[config.mk]
export PLATFORM = sky130hd
export DESIGN_NAME = pid_core
export DESIGN_NICKNAME = d
export VERILOG_FILES = /design/src/rtl/pid_core_pkg.sv /design/src/rtl/pid_core_mult_shift_add.sv /design/src/rtl/pid_core.sv
export SDC_FILE = /design/constraint.sdc
export NUM_CORES = 1
export LEC_CHECK = 0
export ABC_CLOCK_PERIOD_IN_PS = 7900
export BUFFER_PORTS_ARGS = -buffer_cell sky130_fd_sc_hd__buf_2
export CAP_MARGIN = 20
export CELL_PAD_IN_SITES_DETAIL_PLACEMENT = 2
export CELL_PAD_IN_SITES_GLOBAL_PLACEMENT = 2
export CORE_MARGIN = 2
export CORE_UTILIZATION = 42
export DETAILED_ROUTE_END_ITERATION = 7
export GPL_TIMING_DRIVEN = 0
export PLACE_DENSITY = 0.9
export REMOVE_ABC_BUFFERS = 1
export SYNTH_ARGS = -nofsm -noshare
export SYNTH_HDL_FRONTEND = slang
export SYNTH_SLANG_ARGS = --single-unit
export TNS_END_PERCENT = 10
[constraint.sdc]
create_clock -name clk -period 7.9 [get_ports clk]
set_input_delay 1.58 -clock clk [delete_from_list [all_inputs] [get_ports clk]]
set_output_delay 1.58 -clock clk [all_outputs]
set_load 0.005 [all_outputs]
[src/rtl/pid_core_pkg.sv]
// Shared definitions for the PID stage: FSM states, gain/error widths and
// the output clamp limits.
package pid_core_pkg;

  // Gain width; also the number of shift-add steps per product.
  localparam int CBITS   = 8;
  // Error e = sp - pv and its first difference de = e - e_prev.
  localparam int E_BITS  = 9;
  localparam int DE_BITS = 10;
  // Output clamp range of the 8-bit stimulus.
  localparam int OUT_MIN = 0;
  localparam int OUT_MAX = 255;

  typedef enum logic [2:0] {
    ST_IDLE  = 3'd0,
    ST_ERR   = 3'd1,
    ST_MUL_P = 3'd2,
    ST_MUL_I = 3'd3,
    ST_MUL_D = 3'd4,
    ST_OUT   = 3'd5
  } pid_state_e;

endpackage

[src/rtl/pid_core_mult_shift_add.sv]
// Sequential shift-add multiplier: signed operand times unsigned CBITS-bit
// coefficient, one coefficient bit per cycle, LSB first. It does not own the
// accumulator: it adds its partial products into acc_in and hands the sum
// back on acc_out, which the caller registers whenever step is high.
// A one-cycle start launches a run of exactly CBITS steps; done is high
// during the last step.
module pid_core_mult_shift_add
  import pid_core_pkg::*;
#(
  parameter int ACCBITS = 24
) (
  input  logic                      clk,
  input  logic                      reset,
  input  logic                      start,
  input  logic signed [ACCBITS-1:0] operand,
  input  logic [CBITS-1:0]          coef,
  input  logic signed [ACCBITS-1:0] acc_in,
  output logic signed [ACCBITS-1:0] acc_out,
  output logic                      step,
  output logic                      done
);

  localparam int IW = $clog2(CBITS);

  logic          run;
  logic [IW-1:0] cnt;
  logic [IW-1:0] idx;

  // Current bit index and the partial-product add for this step.
  always_comb begin
    step    = start | run;
    idx     = start ? '0 : cnt;
    done    = step && (idx == IW'(CBITS - 1));
    acc_out = acc_in;
    if (step && coef[idx]) begin
      acc_out = acc_in + (operand <<< idx);
    end
  end

  // Bit counter; the run ends after the last coefficient bit.
  always_ff @(posedge clk or posedge reset) begin
    if (reset) begin
      run <= 1'b0;
      cnt <= '0;
    end else if (step) begin
      cnt <= idx + IW'(1);
      run <= !done;
    end
  end

endmodule

[src/rtl/pid_core.sv]
// Discrete PID stage. Each accepted pv_stb runs one update:
// error/integrator/derivative, then kp*e + ki*integ + kd*de through one
// shared shift-add multiplier, then shift and clamp to an 8-bit stimulus.
//
// Handshake: pv_stb is a one-cycle strobe with sp/pv/gains valid in the same
// cycle. It is accepted only when the core is idle and no strobe is already
// pending; the inputs are captured on that edge and busy rises on the next.
// A strobe that is not accepted is dropped and reported by a one-cycle
// overrun pulse two edges later. done pulses for one cycle on the edge that
// updates stimulus, busy falls on that same edge, and a new strobe may be
// sampled on the following edge.
module pid_core
  import pid_core_pkg::*;
#(
  parameter int IBITS     = 12,
  parameter int ACCBITS   = 24,
  parameter int OUT_SHIFT = 4
) (
  input  logic             clk,
  input  logic             reset,
  input  logic             pv_stb,
  input  logic [7:0]       sp,
  input  logic [7:0]       pv,
  input  logic [CBITS-1:0] kp,
  input  logic [CBITS-1:0] ki,
  input  logic [CBITS-1:0] kd,
  output logic [7:0]       stimulus,
  output logic             done,
  output logic             busy,
  output logic             overrun,
  output pid_state_e       state_dbg
);

  localparam logic signed [IBITS:0]     I_POS = (IBITS+1)'((1 << (IBITS - 1)) - 1);
  localparam logic signed [IBITS:0]     I_NEG = -I_POS;
  localparam logic signed [ACCBITS-1:0] Y_MAX = ACCBITS'(OUT_MAX);

  pid_state_e state;

  // Input stage: accepted strobe, dropped strobe, latched operands.
  logic             acc_ok;
  logic             stb_q;
  logic             ovr_q;
  logic [7:0]       sp_l;
  logic [7:0]       pv_l;
  logic [CBITS-1:0] kp_l;
  logic [CBITS-1:0] ki_l;
  logic [CBITS-1:0] kd_l;

  // Controller state carried between samples and within one computation.
  logic signed [E_BITS-1:0]  e_cur;
  logic signed [E_BITS-1:0]  e_prev;
  logic signed [DE_BITS-1:0] de_r;
  logic signed [IBITS-1:0]   integ;
  logic signed [ACCBITS-1:0] acc;
  logic                      mul_start;

  // Combinational next values.
  logic signed [E_BITS-1:0]  e_next;
  logic signed [DE_BITS-1:0] de_next;
  logic signed [IBITS:0]     isum;
  logic signed [IBITS-1:0]   integ_next;
  logic signed [ACCBITS-1:0] y;
  logic [7:0]                stim_next;

  // Multiplier interface.
  logic signed [ACCBITS-1:0] mul_operand;
  logic [CBITS-1:0]          mul_coef;
  logic signed [ACCBITS-1:0] mul_acc;
  logic                      mul_step;
  logic                      mul_done;

  assign state_dbg = state;
  assign acc_ok    = pv_stb && !busy && !stb_q;

  // Error, saturating integrator, derivative and output clamp.
  always_comb begin
    e_next  = $signed({1'b0, sp_l}) - $signed({1'b0, pv_l});
    de_next = DE_BITS'(e_next) - DE_BITS'(e_prev);
    isum    = (IBITS+1)'(integ) + (IBITS+1)'(e_next);
    if (isum > I_POS) begin
      integ_next = I_POS[IBITS-1:0];
    end else if (isum < I_NEG) begin
      integ_next = I_NEG[IBITS-1:0];
    end else begin
      integ_next = isum[IBITS-1:0];
    end
    y = acc >>> OUT_SHIFT;
    if (y[ACCBITS-1]) begin
      stim_next = 8'(OUT_MIN);
    end else if (y > Y_MAX) begin
      stim_next = 8'(OUT_MAX);
    end else begin
      stim_next = y[7:0];
    end
  end

  // Route the term being multiplied to the shared multiplier.
  always_comb begin
    mul_operand = '0;
    mul_coef    = '0;
    case (state)
      ST_MUL_P: begin
        mul_operand = ACCBITS'(e_cur);
        mul_coef    = kp_l;
      end
      ST_MUL_I: begin
        mul_operand = ACCBITS'(integ);
        mul_coef    = ki_l;
      end
      ST_MUL_D: begin
        mul_operand = ACCBITS'(de_r);
        mul_coef    = kd_l;
      end
      default: ;
    endcase
  end

  pid_core_mult_shift_add #(
    .ACCBITS(ACCBITS)
  ) u_mult (
    .clk    (clk),
    .reset  (reset),
    .start  (mul_start),
    .operand(mul_operand),
    .coef   (mul_coef),
    .acc_in (acc),
    .acc_out(mul_acc),
    .step   (mul_step),
    .done   (mul_done)
  );

  // Strobe intake, sequencing FSM and registered outputs.
  always_ff @(posedge clk or posedge reset) begin
    if (reset) begin
      state     <= ST_IDLE;
      stb_q     <= 1'b0;
      ovr_q     <= 1'b0;
      sp_l      <= '0;
      pv_l      <= '0;
      kp_l      <= '0;
      ki_l      <= '0;
      kd_l      <= '0;
      e_cur     <= '0;
      e_prev    <= '0;
      de_r      <= '0;
      integ     <= '0;
      acc       <= '0;
      mul_start <= 1'b0;
      stimulus  <= '0;
      done      <= 1'b0;
      busy      <= 1'b0;
      overrun   <= 1'b0;
    end else begin
      done      <= 1'b0;
      mul_start <= 1'b0;
      stb_q     <= acc_ok;
      ovr_q     <= pv_stb && !acc_ok;
      overrun   <= ovr_q;
      if (acc_ok) begin
        sp_l <= sp;
        pv_l <= pv;
        kp_l <= kp;
        ki_l <= ki;
        kd_l <= kd;
      end
      if (mul_step) begin
        acc <= mul_acc;
      end
      case (state)
        ST_IDLE: begin
          if (stb_q) begin
            busy  <= 1'b1;
            state <= ST_ERR;
          end
        end
        ST_ERR: begin
          e_cur     <= e_next;
          e_prev    <= e_next;
          de_r      <= de_next;
          integ     <= integ_next;
          acc       <= '0;
          mul_start <= 1'b1;
          state     <= ST_MUL_P;
        end
        ST_MUL_P: begin
          if (mul_done) begin
            mul_start <= 1'b1;
            state     <= ST_MUL_I;
          end
        end
        ST_MUL_I: begin
          if (mul_done) begin
            mul_start <= 1'b1;
            state     <= ST_MUL_D;
          end
        end
        ST_MUL_D: begin
          if (mul_done) begin
            state <= ST_OUT;
          end
        end
        ST_OUT: begin
          stimulus <= stim_next;
          done     <= 1'b1;
          busy     <= 1'b0;
          state    <= ST_IDLE;
        end
        default: state <= ST_IDLE;
      endcase
    end
  end

endmodule

==> results by stage <==
Setup path:
- The capture point of the worst reg-to-reg path is acc[22]$_DFFE_PP0P_.
- The arrival time of the worst setup path is 5.77 ns.
- The critical path in this run is classified as reg -> reg.
- Tracing the worst setup path back leads to its startpoint at state_dbg[1]$_DFFE_PP0P_.
- The maximum fanout along the worst path is 17.
- The type of element capturing the critical path is a flip-flop.
- The worst-case register-to-register setup slack is 2.46 ns.
- The largest stage delay on the critical path is 0.75 ns.
- The data required time of the critical path is 8.23 ns.
- The signal on the critical path passes through nand2b_1 -> o21ai_0 -> o21ai_0 -> or3_1 -> fa_1 -> nor2b_1 -> o31a_1 -> o2111ai_1 -> a21oi_1 -> o2111ai_1 -> a31oi_1 -> a211oi_1 -> a211o_1.
- The reg-to-reg startpoint is state_dbg[1]$_DFFE_PP0P_.
- The worst-case reg-to-reg path depth is 13.
- On the critical path, the stage with the largest delay is an instance of dfrtp_1.
- The worst setup path is launched from a flip-flop.

Global route:
- The number of global-route vias before repair came to 8338.
- Across every metal layer, demand over resource in global routing totals 0.323.
- The first global-routing pass estimated 48700 µm of wire.
- The number of antenna violations at the first check in global routing came to 0.
- The overflow left after global routing is 0.
- Entering global routing, the biggest net connects 84 pins.

Drt:
- The number of design-rule violations left by the first detailed-router iteration is 359.
- After detailed routing, the average wire length per cell comes to 26.8 µm.
- The routed layout has 7246 vias.
- Dividing the detail-routed via count by the number of cells gives 6.28.
- The first-pass iteration count of the detailed router is 4.
- In this run the remaining antenna-violating nets after routing total 0.
- For this run, design rule violations remaining after detail routing come to 0.
- The routed design has 30900 µm of wire.

Layout:
- The fraction of final layout cells with drive strength greater than 1 is 0.184.
- The count of inserted antenna diode cells is 0.
- The layout net count is 1009.
- The area growth from synthesis to layout is 15.7%.

STA:
- Across the routed clock network, the largest skew measured is 0.0138 ns.
- The post-route fraction of the period consumed by the critical path is 0.689.
- In the final timing run, aggregate negative setup slack is 0 ns.
- The total count of max-transition violations in the final report is 0.
- The minimum clock period after layout is 5.44 ns.
- Setup repair after global routing left no endpoint under its margin.
- The number of failing hold endpoints at the final stage is 0.
- The headroom to the max-slew limit is 0.323.
- The total setup violations reported at the end of the flow is 0.
- The worst-margin pin slew is 0.990 ns.
- Based on the critical path, the design can be clocked at up to 0.184 GHz.

Die:
- The floorplan has 50 rows.
- For this design the top-level I/O count stands at 57.
- The die extent in x is 141 µm.
- The area inside the core boundary is 0.0186 mm².
- The full die area is 0.0199 mm².
- The height of the die is 141 µm.
- The initial core utilization is 0.424.

CTS:
- The root buffer cell is clkbuf_16.
- For the worst-skew pair, the clock arrives at the later sink with an insertion delay of 0.45 ns.
- The clock tree from TritonCTS is done.
- The clock sink count is 116.
- The number of buffers inserted to repair setup after CTS is 0.
- The maximum buffer depth of the clock tree is 2.
- The number of H-tree branching levels is 4.
- The clock transition at the register clock pins on the worst setup and hold paths after CTS is 0.06 ns.
- The number of buffers created by CTS is 17.
- After clock tree synthesis, the repair step resized 0 gates.
- Buffers inserted to repair hold after CTS numbered 0.

Min path:
- The worst hold path endpoint is overrun$_DFF_PP0_.
- The path class of the lowest-slack min-delay path is reg -> reg.
- Along the worst hold path, the cell count comes to 0.
- The startpoint of the tightest hold check path is ovr_q$_DFF_PP0_.

Logic synthesis:
- After synthesis the cells add up to 0.00788 mm².
- In the post-synthesis netlist, the cell with the most instances is dfrtp_1.
- A synthesized cell averages 9.18 µm².
- In this run, distinct cell masters in the synthesized netlist total 69.
- The number of warnings reported in the yosys synthesis log is 0.
- The synthesized design contains 116 register bits.
- Of the post-synthesis cell area, the dominant cell type holds 0.368.
- The number of standard cells after synthesis is 858.
- By area the synthesized netlist is led by dfrtp_1 (37%), ha_1 (8.7%), nand2_1 (5.2%).
- The post-synthesis async set-or-reset flop share is 1.00.
- For this run, the register share of the synthesized area comes to 0.368.
- Counting instances in the post-synthesis netlist gives the leading cell types as dfrtp_1 (116), nand2_1 (110), a21oi_1 (69).
- The most used flip-flop cell after synthesis is dfrtp_1.
- The synthesized design spends more area on one cell type than any other, namely dfrtp_1.
- Counting flops with a built-in enable in the synthesized netlist gives 0.

Place:
- The post-detailed-placement half-perimeter wirelength is 19500 µm.
- The final RePlAce weighted congestion is 0.829.
- Input and output buffers added on the ports amount to 56.

Run status:
- The flow ran to the end, and the final reports show no timing, DRC or antenna violations.

Job:
- The max-cap violation count is 0.
how the worst max path moves through the flow:
| stage | endpoint | slack, ns | cells after the start |
|---|---|---|---|
| floorplan | kd_l[0]$_DFFE_PP0P_ | 2.55 | 2 |
| global placement | ki_l[3]$_DFFE_PP0P_ | 0.92 | 3 |
| detailed placement | acc[22]$_DFFE_PP0P_ | 2.84 | 13 |
| CTS | acc[22]$_DFFE_PP0P_ | 2.64 | 13 |
| global route | acc[23]$_DFFE_PP0P_ | 2.27 | 15 |
| finish | acc[22]$_DFFE_PP0P_ | 2.46 | 13 |
layout make-up:
class | count | area [µm²]
clock inverters | 14 | 225
well taps | 234 | 293
inverters | 49 | 189
repair buffers | 66 | 447
flip-flops and latches | 116 | 2900
multi-input cells | 657 | 4630
fillers | 1949 | 9460
clock buffers | 17 | 425
state kept, by name (all words and copies together), names as in the netlist, 3 cells and up:
name        cells
ki_l            8
e_prev          9
pv_l            8
acc            24
de_r           10
kd_l            8
kp_l            8
integ          12
state_dbg       3
u_mult.cnt      3
sp_l            8
stimulus        8
through the flow:
stage	instance area (µm²)	setup slack [ns]	instances	utilization	hold slack, ns
floorplan	7710	2.55	822	-	0.331
global placement	8280	0.921	1112	0.446	0.346
detailed placement	8440	2.84	1121	0.454	0.339
CTS	9090	2.64	1152	0.489	0.398
global route	9120	2.27	1153	0.491	0.401
finish	9120	2.46	1153	0.491	0.388
kinds of logic after synthesis:
kind of cell               count (synthesis)  share of synthesized area
xor gates and xnor gates                  34                     0.0378
adders and majority gates                 59                     0.0975
and+or+nand+nor                          241                      0.145
muxes                                     71                     0.0975
AOI/OAI and AO/OA                        252                      0.208
DFF                                      116                      0.368
buffers and inverters                     85                     0.0451
worst max-delay path: cells and delay by family (launching register included):
| kind | cells | cell delay [ns] |
|---|---|---|
| and+or+nand+nor | 3 | 1.37 |
| DFF | 1 | 0.75 |
| AOI/OAI and AO/OA | 9 | 2.71 |
| adders and majority gates | 1 | 0.48 |
cell usage in the layout (no fill, tap or decap), types with 7 or more instances in the layout:
master     count
a21oi_1       69
nand3_1        7
nand2b_1      11
ha_1          55
o211ai_1      13
o21ai_0       68
nor2b_1       11
mux2_2        36
mux2i_1       34
a21o_1        17
nor3_1         8
dfrtp_1      116
xnor2_1       21
a211oi_1       7
xor2_1        13
o22ai_1        9
nor2_1        49
buf_2         57
or2_2          7
nand2_1      110
clkbuf_16     17
o21a_1        11
inv_1         44
metal layers:
metal	wire length [µm]	GRT usage
met1	12000	0.347
met2	16400	0.595
met3	989	0.0652
met4	1580	0.176
met5	0	0
Power is left out: the tool's default activity adds up to more than one toggle a clock period on the data nets, which glitch-free logic cannot reach.
